[config.mk]
export PLATFORM = sky130hd
export DESIGN_NAME = game_ctrl
export DESIGN_NICKNAME = d
export VERILOG_FILES = /design/src/rtl/game_ctrl.sv
export SDC_FILE = /design/constraint.sdc
export NUM_CORES = 1
export LEC_CHECK = 0
export BUFFER_PORTS_ARGS = -buffer_cell sky130_fd_sc_hd__buf_2
export CORE_MARGIN = 2
export CORE_UTILIZATION = 46
export DETAILED_ROUTE_END_ITERATION = 7
export PLACE_DENSITY = 0.7
export SLEW_MARGIN = 20
export SYNTH_ARGS = -nofsm -noshare
export SYNTH_HDL_FRONTEND = slang
export SYNTH_SLANG_ARGS = --single-unit
[constraint.sdc]
create_clock -name clk -period 2.1 [get_ports clk]
set_input_delay 0.21 -clock clk [delete_from_list [all_inputs] [get_ports clk]]
set_output_delay 0.21 -clock clk [all_outputs]
set_load 0.005 [all_outputs]
[src/rtl/game_ctrl.sv]
// game_ctrl: snake game controller. Turns raw buttons into a committed
// direction, runs the IDLE/PLAY/GAME_OVER flow on frame_tick, and issues a
// one-cycle update strobe every FRAMES_PER_STEP frames. During PLAY it watches
// the snake pixel flags in the visible area to detect self-collision and a
// head that has left the screen.
// Ports:
//   clk, rst_n                    clock, async active-low reset
//   btn_up/down/left/right        raw buttons, asynchronous to clk
//   x_pos, y_pos [BIT]            current scan position
//   frame_tick                    one-cycle pulse per frame (vertical blanking)
//   snake_head_active/body_active snake drawing flags at (x_pos, y_pos)
//   direction [3]                 IDLE=000 UP=001 DOWN=010 LEFT=011 RIGHT=100
//   game_state [2]                IDLE=00 PLAY=01 GAME_OVER=11
//   update                        one-cycle step strobe
module game_ctrl #(
  parameter int unsigned BIT             = 10,
  parameter int unsigned H_ACTIVE        = 640,
  parameter int unsigned V_ACTIVE        = 480,
  parameter int unsigned FRAMES_PER_STEP = 8,
  parameter int unsigned OVER_FRAMES     = 120
) (
  input  logic           clk,
  input  logic           rst_n,
  input  logic           btn_up,
  input  logic           btn_down,
  input  logic           btn_left,
  input  logic           btn_right,
  input  logic [BIT-1:0] x_pos,
  input  logic [BIT-1:0] y_pos,
  input  logic           frame_tick,
  input  logic           snake_head_active,
  input  logic           snake_body_active,
  output logic [2:0]     direction,
  output logic [1:0]     game_state,
  output logic           update
);

  localparam int unsigned STEP_W = (FRAMES_PER_STEP > 1) ? $clog2(FRAMES_PER_STEP) : 1;
  localparam int unsigned OVER_W = (OVER_FRAMES > 1) ? $clog2(OVER_FRAMES) : 1;

  localparam logic [STEP_W-1:0] STEP_LAST = STEP_W'(FRAMES_PER_STEP - 1);
  localparam logic [OVER_W-1:0] OVER_LAST = OVER_W'(OVER_FRAMES - 1);
  localparam logic [BIT-1:0]    H_LIM     = BIT'(H_ACTIVE);
  localparam logic [BIT-1:0]    V_LIM     = BIT'(V_ACTIVE);

  localparam logic [1:0] ST_IDLE = 2'b00;
  localparam logic [1:0] ST_PLAY = 2'b01;
  localparam logic [1:0] ST_OVER = 2'b11;

  localparam logic [2:0] DIR_IDLE  = 3'b000;
  localparam logic [2:0] DIR_UP    = 3'b001;
  localparam logic [2:0] DIR_DOWN  = 3'b010;
  localparam logic [2:0] DIR_LEFT  = 3'b011;
  localparam logic [2:0] DIR_RIGHT = 3'b100;

  // Button vector bit order: [0]=up [1]=down [2]=left [3]=right
  logic [3:0] btn_raw;
  logic [3:0] sync1_q, sync2_q, sync3_q, edge_q;

  logic [1:0]        state_q, state_d;
  logic [2:0]        dir_q, dir_d;
  logic [2:0]        pend_q, pend_d;
  logic              update_q, update_d;
  logic [STEP_W-1:0] step_q, step_d;
  logic [OVER_W-1:0] over_q, over_d;
  logic              hit_q, hit_d;
  logic              seen_q, seen_d;

  logic [2:0] btn_sel;
  logic [2:0] dir_rev;
  logic       visible;

  assign btn_raw = {btn_right, btn_left, btn_down, btn_up};
  assign visible = (x_pos < H_LIM) && (y_pos < V_LIM);

  // Synchroniser plus registered rising-edge detect
  always_ff @(posedge clk or negedge rst_n) begin
    if (!rst_n) begin
      sync1_q <= '0;
      sync2_q <= '0;
      sync3_q <= '0;
      edge_q  <= '0;
    end else begin
      sync1_q <= btn_raw;
      sync2_q <= sync1_q;
      sync3_q <= sync2_q;
      edge_q  <= sync2_q & ~sync3_q;
    end
  end

  // Same-cycle edges resolve UP > DOWN > LEFT > RIGHT
  always_comb begin
    btn_sel = DIR_IDLE;
    if      (edge_q[0]) btn_sel = DIR_UP;
    else if (edge_q[1]) btn_sel = DIR_DOWN;
    else if (edge_q[2]) btn_sel = DIR_LEFT;
    else if (edge_q[3]) btn_sel = DIR_RIGHT;
  end

  // Reverse of the committed direction; such an edge is dropped
  always_comb begin
    dir_rev = DIR_IDLE;
    case (dir_q)
      DIR_UP:    dir_rev = DIR_DOWN;
      DIR_DOWN:  dir_rev = DIR_UP;
      DIR_LEFT:  dir_rev = DIR_RIGHT;
      DIR_RIGHT: dir_rev = DIR_LEFT;
      default:   dir_rev = DIR_IDLE;
    endcase
  end

  // Next-state and scan-monitor logic
  always_comb begin
    state_d  = state_q;
    dir_d    = dir_q;
    pend_d   = pend_q;
    update_d = 1'b0;
    step_d   = step_q;
    over_d   = over_q;
    hit_d    = hit_q;
    seen_d   = seen_q;

    // Flags are consumed by the FSM on frame_tick (old values) and cleared
    if (frame_tick) begin
      hit_d  = 1'b0;
      seen_d = 1'b0;
    end else if (state_q == ST_PLAY && visible) begin
      seen_d = seen_q | snake_head_active;
      hit_d  = hit_q | (snake_head_active & snake_body_active);
    end

    case (state_q)
      ST_IDLE: begin
        dir_d = DIR_IDLE;
        if (btn_sel != DIR_IDLE) begin
          state_d = ST_PLAY;
          dir_d   = btn_sel;
          pend_d  = btn_sel;
          step_d  = '0;
        end
      end
      ST_PLAY: begin
        if (btn_sel != DIR_IDLE && btn_sel != dir_rev) pend_d = btn_sel;
        if (frame_tick) begin
          if (hit_q || !seen_q) begin
            state_d = ST_OVER;
            dir_d   = DIR_IDLE;
            step_d  = '0;
            over_d  = '0;
          end else if (step_q == STEP_LAST) begin
            step_d   = '0;
            update_d = 1'b1;
            dir_d    = pend_q;
          end else begin
            step_d = step_q + STEP_W'(1);
          end
        end
      end
      ST_OVER: begin
        if (frame_tick) begin
          if (over_q == OVER_LAST) begin
            state_d = ST_IDLE;
            over_d  = '0;
          end else begin
            over_d = over_q + OVER_W'(1);
          end
        end
      end
      default: begin
        state_d = ST_IDLE;
        dir_d   = DIR_IDLE;
      end
    endcase
  end

  // State and output registers
  always_ff @(posedge clk or negedge rst_n) begin
    if (!rst_n) begin
      state_q  <= ST_IDLE;
      dir_q    <= DIR_IDLE;
      pend_q   <= DIR_IDLE;
      update_q <= 1'b0;
      step_q   <= '0;
      over_q   <= '0;
      hit_q    <= 1'b0;
      seen_q   <= 1'b0;
    end else begin
      state_q  <= state_d;
      dir_q    <= dir_d;
      pend_q   <= pend_d;
      update_q <= update_d;
      step_q   <= step_d;
      over_q   <= over_d;
      hit_q    <= hit_d;
      seen_q   <= seen_d;
    end
  end

  assign direction  = dir_q;
  assign game_state = state_q;
  assign update     = update_q;

endmodule

==> flow_summary.json, run 1 <==
{
  "status": "finished, final reports clean",
  "crit_fanout": 8,
  "maxSlewHeadroom": 0.473,
  "grt_pass1_vias": 1147,
  "ios": 35,
  "finClkSkew_ps": 11.1,
  "finalMaxSlewViolations": 0,
  "whs_ps": 106,
  "grt_usage": 0.160,
  "drtPass1Iterations": 5,
  "syn_area_sq_um": 1620,
  "start_kind": "flip-flop",
  "async_reset_ff_frac": 1.00,
  "drt_iter0_markers": 44,
  "synth.largest_area_cell": "dfrtp_1",
  "max_cap_viol_count": 0,
  "critical_path_class": "reg2reg",
  "finalSetupTns_ps": 0,
  "max_freq_ghz": 0.560,
  "min_from": "frame_tick",
  "rsz0062_at_grt": "false",
  "clk_latency_ps": 340,
  "path_clk_slew_ps": 110,
  "start_util": 0.480,
  "dp.final_hpwl_mm": 2.11,
  "numCtsBuffers": 5,
  "stdcell_count": 234,
  "cts_sinks": 37,
  "place_inst": 221,
  "grt_max_degree": 38,
  "rows": 21,
  "holdPathStages": 2,
  "synth-edff-count": 0,
  "synthToLayoutAreaGrowth_pct": 18.1,
  "globalRouteOverflowTotal": 0,
  "wl_per_cell_microns": 12.3,
  "setup_viol": 0,
  "synth.area.top_cells": "dfrtp_1 (57%), o21ai_0 (4.6%), nor2_1 (3.7%), nand3_1 (3.1%), nand2_1 (2.6%)",
  "synth_cell_types": 39,
  "core-area_sq_um": 3360,
  "ant_nets": 0,
  "r2r-end": "pend_q[2]",
  "crit_path_cell_trace": "or3_1, a31oi_1, o21a_1, o311a_1, nor2_2, a22o_1",
  "antenna_found_initial": 0,
  "finalPower_uw": 1550,
  "clock_path_buffers": 2,
  "die_h_microns": 63.3,
  "drive_gt1_frac": 0.197,
  "required_ps": 2330,
  "hold_end": "seen_q",
  "yosysWarnings": 0,
  "grt_pass1_wl_mm": 5.00,
  "yosysMostFrequentCell": "dfrtp_1",
  "yosys_most_used_dff": "dfrtp_1",
  "regToRegSetupSlack_ps": 310,
  "syn_inst": 154,
  "r2r_start": "direction[1]",
  "layout.nets": 219,
  "cp_num_buf_inv": 0,
  "drcViolationCount": 0,
  "tightest_slew_ps": 791,
  "hp-class": "in2reg",
  "critPathArrivalTime_ps": 2020,
  "period_share": 0.851,
  "power_per_cell_area_nw_per_um2": 812,
  "ctsHtreeMaxLevel": 2,
  "via_per_inst": 5.22,
  "vdd_drop_max_v": 0.000690,
  "synth_top_cells_by_count": "dfrtp_1 (37), nor2_1 (16), o21ai_0 (15)",
  "fin_area_sq_um": 1910,
  "cts-root-buf": "clkbuf_4",
  "ys_ff_latch": 37,
  "worstSetupEndpointType": "flip-flop",
  "synth_top_area_frac": 0.573,
  "place_area_sq_um": 1780,
  "fin_crit_ps": 1790,
  "dieArea_sq_um": 4000,
  "reg2reg_depth": 6,
  "cp_slowest_cell": "dfrtp_1",
  "leakage_uw": 0.000880,
  "yosysSeqAreaShare": 0.573,
  "diodes": 0,
  "finalHoldViolations": 0,
  "synth_fp_nets": 186,
  "gp_congestion": 0.807,
  "postSynthAreaPerCell_sq_um": 10.5,
  "critPathTopFamily": "compound AO/OA/AOI/OAI gates",
  "num_vias": 1221,
  "fp.dieW_microns": 63.3,
  "tritoncts": "done",
  "post-cts-setup-buffers": 0,
  "critical-path-max-stage-delay_ps": 470,
  "io_buffers": 22,
  "wl_mm": 2.87
}
## report_power, final
part	total (uW)	internal, uW	switching (uW)
clock	488	253	235
combinational	196	95.9	101
sequential	864	788	76.2
total	1550	1140	411
## state kept, by name (all words and copies together) (netlist names)
register    count
direction       3
step_q          3
sync3_q         4
edge_q          4
game_state      2
sync1_q         4
seen_q          1
pend_q          3
hit_q           1
over_q          7
sync2_q         4
update          1
## how the worst max path moves through the flow
stage	cells after the start	from	slack [ps]	end
finish	6	direction[1]	310	pend_q[2]
global route	6	direction[1]	200	pend_q[1]
CTS	6	direction[1]	310	pend_q[1]
detailed placement	6	direction[1]	340	pend_q[2]
global placement	6	direction[1]	370	pend_q[2]
floorplan	6	direction[1]	450	pend_q[2]
## layout make-up
cell class / count / area (sq um)
fill: 307 / 1460
multi-input combinational: 105 / 636
clock inverter: 2 / 38.8
inverter: 9 / 33.8
sequential: 37 / 926
clock buffer: 6 / 41.3
tap: 46 / 57.6
timing repair buffer: 29 / 175
## layer usage
layer / vias to the layer above / track usage / share of wire
met2: 22 / 0.249 / 0.48
met3: 4 / 0.0482 / 0.033
met5: - / 0 / 0
met4: 0 / 0.0652 / 0.013
li1: 616 / - / -
met1: 579 / 0.211 / 0.47
## what timing repair did
action                                  CTS  global route
endpoints found under the hold margin    41             0
resized for setup                         0             0
endpoints found under the setup margin    0             0
hold buffers                              5             0
## per-stage QoR
stage	utilization	setup WS, ps
2_1_floorplan	-	450
3_3_place_gp	0.529	370
3_5_place_dp	0.529	339
4_1_cts	0.567	312
5_1_grt	0.567	198
6_report	0.567	313
## cell usage in the layout, fill, tap and decap left out, types with 2 or more instances in the layout
| master | n |
|---|---|
| a21oi_1 | 4 |
| a22o_1 | 2 |
| a22oi_1 | 3 |
| and3_1 | 2 |
| and4_1 | 2 |
| buf_2 | 22 |
| buf_4 | 2 |
| clkbuf_4 | 5 |
| dfrtp_1 | 37 |
| dlygate4sd3_1 | 5 |
| ha_1 | 3 |
| inv_1 | 8 |
| nand2_1 | 11 |
| nand3_1 | 10 |
| nand4_1 | 2 |
| nor2_1 | 16 |
| nor2b_1 | 5 |
| nor3_1 | 5 |
| nor4_1 | 2 |
| o21ai_0 | 15 |
| o22ai_1 | 3 |
| or3_1 | 2 |
| xor2_1 | 2 |
## cells by family (layout without fill, tap and decap cells)
kind of cell	after synthesis	in the layout	share of synthesized area
simple gates	63	63	0.208
flops	37	37	0.573
compound gates	36	36	0.144
buf+inv	12	46	0.0333
fa+ha+maj	3	3	0.0232
xor+xnor	2	2	0.0108
mux	1	1	0.00697
(Power assumes the default switching activity.)
==> run 2: changes to the inputs <==
==> constraint.sdc (replaced) <==
create_clock -name clk -period 2.16 [get_ports clk]
set_input_delay 0.216 -clock clk [delete_from_list [all_inputs] [get_ports clk]]
set_output_delay 0.216 -clock clk [all_outputs]
set_load 0.005 [all_outputs]
==> flow_summary.json, run 2 (synthesis gave the netlist of run 1 again) <==
{
  "vdd_drop_max_v": 0.000471,
  "fp.dieW_microns": 63.3,
  "critPathArrivalTime_ps": 2030,
  "wl_mm": 3.03,
  "dieArea_sq_um": 4000,
  "io_buffers": 22,
  "start_kind": "flip-flop",
  "drtPass1Iterations": 4,
  "wl_per_cell_microns": 12.9,
  "diodes": 0,
  "fin_area_sq_um": 1930,
  "ant_nets": 0,
  "place_area_sq_um": 1780,
  "drive_gt1_frac": 0.202,
  "rsz0062_at_grt": "false",
  "gp_congestion": 0.807,
  "layout.nets": 219,
  "dp_slack_ps": 397,
  "numCtsBuffers": 5,
  "r2r-end": "pend_q[2]",
  "finalMaxSlewViolations": 0,
  "rows": 21,
  "finalSetupTns_ps": 0,
  "num_vias": 1269,
  "setup_viol": 0,
  "worstSetupEndpointType": "flip-flop",
  "via_per_inst": 5.42,
  "crit_fanout": 8,
  "grt_usage": 0.184,
  "status": "finished, final reports clean",
  "antenna_found_initial": 0,
  "fin_ws_ps": 371,
  "synthToLayoutAreaGrowth_pct": 19.5,
  "power_per_cell_area_nw_per_um2": 838,
  "hp-class": "in2reg",
  "cp_slowest_cell": "dfrtp_1",
  "period_share": 0.828,
  "tritoncts": "done",
  "regToRegSetupSlack_ps": 370,
  "drt_iter0_markers": 73,
  "grt_pass1_wl_mm": 5.60,
  "finClkSkew_ps": 8.40,
  "globalRouteOverflowTotal": 0,
  "die_h_microns": 63.3,
  "tightest_slew_ps": 777,
  "start_util": 0.480,
  "fin_crit_ps": 1790,
  "grt_pass1_vias": 1290,
  "reg2reg_depth": 6,
  "grt_max_degree": 38,
  "cts_sinks": 37,
  "final_common_cell": "dfrtp_1",
  "clock_path_buffers": 2,
  "cts-root-buf": "clkbuf_4",
  "dp.final_hpwl_mm": 2.25,
  "drcViolationCount": 0,
  "crit_path_cell_trace": "or3_1, a31oi_1, o21a_1, o311a_1, nor2_2, a22o_1",
  "clk_latency_ps": 350,
  "top_register": "over_q",
  "largest_reg_flops": 7,
  "critical_path.startpoint": "direction[1]",
  "path_clk_slew_ps": 100,
  "core-area_sq_um": 3360,
  "fillCellCount": 339,
  "setup.worst_path.end": "pend_q[2]",
  "critical-path-max-stage-delay_ps": 470,
  "maxSlewHeadroom": 0.482,
  "leakage_uw": 0.000892,
  "r2r_start": "direction[1]",
  "finalHoldViolations": 0,
  "critical_path_class": "reg2reg",
  "post-cts-setup-buffers": 0,
  "max_freq_ghz": 0.559,
  "ios": 35,
  "ctsHtreeMaxLevel": 2,
  "mostFrequentLayoutCells": "dfrtp_1 (37), buf_2 (22), nor2_1 (16)",
  "required_ps": 2400,
  "max_cap_viol_count": 0
}
## run 2: metal layers
layer | routed length, microns | part of all wire | track usage
met3 | 141 | 0.047 | 0.0643
met2 | 1580 | 0.52 | 0.319
met5 | 0 | 0 | 0
met1 | 1250 | 0.41 | 0.206
met4 | 57 | 0.019 | 0.0734
## run 2: worst min-delay path by stage
stage	from	end	slack, ps	cells after the start
final	frame_tick	seen_q	100	2
after global routing	frame_tick	hit_q	100	2
after CTS	frame_tick	seen_q	90	2
after detailed placement	btn_down	sync1_q[1]	330	1
after global placement	rst_n	direction[0]	330	1
after floorplan	rst_n	direction[0]	-80	0
## run 2: power by group
part / internal, uW / switching (uW) / total, uW
sequential: 766 / 74.1 / 840
combinational: 93.1 / 98.6 / 192
clock: 358 / 228 / 586
total: 1220 / 401 / 1620
## run 2: repair_timing
item                      in CTS  in global routing
hold buffers                   5                  0
hold endpoints to repair      41                  0
resized for setup              0                  0
## run 2: metrics by stage
step	hold WS [ps]	cells	total power, uW	util
3_5_place_dp	326	221	1040	0.529
3_3_place_gp	326	221	1020	0.529
5_1_grt	95.4	234	1720	0.574
6_report	95.4	234	1620	0.574
4_1_cts	91.8	234	1630	0.574
2_1_floorplan	-79.6	154	964	-
## run 2: critical path: cells and delay by family (launching register included)
family          cells  cell delay [ps]
flops               1              470
compound gates      4              800
simple gates        2              420
## run 2: cell type report
class / instances / area, sq um / area share
Multi-Input combinational cell: 105 / 636 / 0.329
Timing Repair Buffer: 29 / 175 / 0.0907
Tap cell: 46 / 57.6 / 0.0298
Sequential cell: 37 / 926 / 0.480
Inverter: 9 / 33.8 / 0.0175
Clock buffer: 5 / 37.5 / 0.0194
Clock inverter: 3 / 65.1 / 0.0337
==> run 3: changes to the inputs <==
--- a/config.mk
+++ b/config.mk
@@ -5,6 +5,7 @@
 export SDC_FILE = /design/constraint.sdc
 export NUM_CORES = 1
 export LEC_CHECK = 0
+export ABC_AREA = 1
 export BUFFER_PORTS_ARGS = -buffer_cell sky130_fd_sc_hd__buf_2
 export CORE_MARGIN = 2
 export CORE_UTILIZATION = 46
==> constraint.sdc (replaced) <==
create_clock -name clk -period 1.8 [get_ports clk]
set_input_delay 0.18 -clock clk [delete_from_list [all_inputs] [get_ports clk]]
set_output_delay 0.18 -clock clk [all_outputs]
set_load 0.005 [all_outputs]
==> flow_summary.json, run 3 <==
{
  "status": "finished, final reports clean",
  "r2r_start": "game_state[1]",
  "path_clk_slew_ps": 120,
  "critical-path-max-stage-delay_ps": 480,
  "start_kind": "flip-flop",
  "final_common_cell": "nand2_1",
  "maxSlewHeadroom": 0.701,
  "mostFrequentLayoutCells": "nand2_1 (46), dfrtp_1 (37), inv_1 (26)",
  "cp_num_buf_inv": 2,
  "worstSetupEndpointType": "flip-flop",
  "place_inst": 259,
  "critPathTopFamily": "simple AND/OR/NAND/NOR gates",
  "finalSetupTns_ps": 0,
  "top_register": "over_q",
  "die_h_microns": 64.1,
  "rsz0062_at_grt": "false",
  "crit_path_cell_trace": "inv_2, nand2_2, nor3_4, nand2_2, nand2_2, inv_2, nand2_1, o21ai_2",
  "syn_area_sq_um": 1660,
  "wl_mm": 2.69,
  "ios": 35,
  "async_reset_ff_frac": 1.00,
  "yosys_most_used_dff": "dfrtp_1",
  "min_from": "frame_tick",
  "holdPathStages": 2,
  "grt_pass1_wl_mm": 4.94,
  "finalMaxSlewViolations": 0,
  "leakage_uw": 0.00101,
  "tightest_slew_ps": 448,
  "cts_sinks": 37,
  "grt_pass1_vias": 1169,
  "post-cts-setup-buffers": 0,
  "period_share": 0.830,
  "syn_inst": 190,
  "synth_top_cells_by_count": "nand2_1 (46), dfrtp_1 (37), inv_1 (26)",
  "clock_path_buffers": 2,
  "cp_slowest_cell": "dfrtp_1",
  "drive_gt1_frac": 0.204,
  "postSynthAreaPerCell_sq_um": 8.75,
  "max_cap_viol_count": 0,
  "ys_ff_latch": 37,
  "largest_reg_flops": 7,
  "tritoncts": "done",
  "rows": 21,
  "synth.area.top_cells": "dfrtp_1 (56%), nand2_1 (10%), inv_1 (5.9%), nor2_1 (4.7%), o21ai_0 (3.3%)",
  "diodes": 0,
  "yosysSeqAreaShare": 0.557,
  "finalHoldViolations": 0,
  "synth_top_area_frac": 0.557,
  "synth_fp_nets": 222,
  "max_freq_ghz": 0.670,
  "cts-root-buf": "clkbuf_4",
  "globalRouteOverflowTotal": 0,
  "critPathArrivalTime_ps": 1740,
  "synth.largest_area_cell": "dfrtp_1",
  "synthToLayoutAreaGrowth_pct": 17.3,
  "io_buffers": 22,
  "fp.dieW_microns": 64.1,
  "ctsHtreeMaxLevel": 2,
  "regToRegSetupSlack_ps": 310,
  "clk_latency_ps": 350,
  "hold_end": "seen_q",
  "power_per_cell_area_nw_per_um2": 1060,
  "wl_per_cell_microns": 9.90,
  "r2r-end": "direction[0]",
  "num_vias": 1254,
  "yosysWarnings": 0,
  "critical_path_class": "reg2reg",
  "drt_iter0_markers": 41,
  "gp_congestion": 0.785,
  "final_util": 0.571,
  "via_per_inst": 4.61,
  "vdd_drop_max_v": 0.000592,
  "layout.nets": 257,
  "required_ps": 2040,
  "drtPass1Iterations": 4,
  "dp.final_hpwl_mm": 1.98,
  "hp-class": "in2reg",
  "ant_nets": 0,
  "grt_max_degree": 38,
  "start_util": 0.486,
  "drcViolationCount": 0,
  "reg2reg_depth": 8,
  "fin_area_sq_um": 1950,
  "cts-resized-gates": 0,
  "place_area_sq_um": 1840,
  "dieArea_sq_um": 4110,
  "whs_ps": 43.9,
  "core-area_sq_um": 3420,
  "numCtsBuffers": 5,
  "setup_viol": 0,
  "synth-edff-count": 0,
  "finClkSkew_ps": 7.50,
  "fin_crit_ps": 1490,
  "yosysMostFrequentCell": "nand2_1",
  "stdcell_count": 272,
  "grt_usage": 0.154,
  "antenna_found_initial": 0,
  "crit_top_cell": "nand2_2",
  "crit_fanout": 7,
  "synth_cell_types": 24
}
## run 3: cell types whose count changed after synthesis, sizes merged, moves of 4 or more
| cell | previous run | this run |
|---|---|---|
| nand2 | 11 | 50 |
| inv | 9 | 30 |
| a21oi | 4 | 9 |
| nor2b | 5 | 0 |
| nor2 | 17 | 21 |
## run 3: report_power, final
part / switching (uW) / internal, uW / total, uW
Sequential: 112 / 947 / 1060
Clock: 302 / 159 / 461
Combinational: 359 / 197 / 556
Total: 773 / 1300 / 2080
## run 3: how the worst max path moves through the flow
stage	cells after the start	slack (ps)	start	endpoint
finish	8	310	game_state[1]	direction[0]
global route	8	170	game_state[1]	direction[2]
CTS	8	300	game_state[1]	direction[0]
detailed placement	8	320	game_state[1]	direction[0]
global placement	8	330	game_state[1]	direction[2]
floorplan	8	510	game_state[1]	direction[2]
## run 3: cells by family after synthesis
kind of cell	Yosys count	share of synthesized area
DFF	37	0.557
adders and majority gates	3	0.0226
and+or+nand+nor	95	0.267
buffers and inverters	30	0.0693
AOI/OAI and AO/OA	25	0.0836
## run 3: repair_timing
item	4_1_cts	5_1_grt
endpoints found under the setup margin	0	0
hold endpoints to repair	41	0
hold buffers	5	0
## run 3: stage by stage
step / worst slack (ps) / total power, uW
6_report: 307 / 2080
3_3_place_gp: 331 / 1620
3_5_place_dp: 320 / 1630
2_1_floorplan: 512 / 1460
5_1_grt: 167 / 2260
4_1_cts: 297 / 2100
## run 3: layout make-up
type | count | area, sq um
tap | 46 | 57.6
inverter | 30 | 115
sequential | 37 | 926
multi-input combinational | 123 | 621
fill | 320 | 1470
clock buffer | 5 | 37.5
clock inverter | 3 | 25.0
timing repair buffer | 28 | 168
## run 3: routing by layer
metal,global-route usage,vias up,part of all wire
li1,-,674,-
met1,0.205,562,0.50
met2,0.240,13,0.45
met3,0.0546,5,0.037
met4,0.0399,0,0.011
met5,0,-,0
## run 3: worst reg2reg max path: cells and delay by family (launching register included)
kind / cells / cell delay, ps
AOI/OAI and AO/OA: 1 / 50
buffers and inverters: 2 / 220
DFF: 1 / 480
and+or+nand+nor: 5 / 650
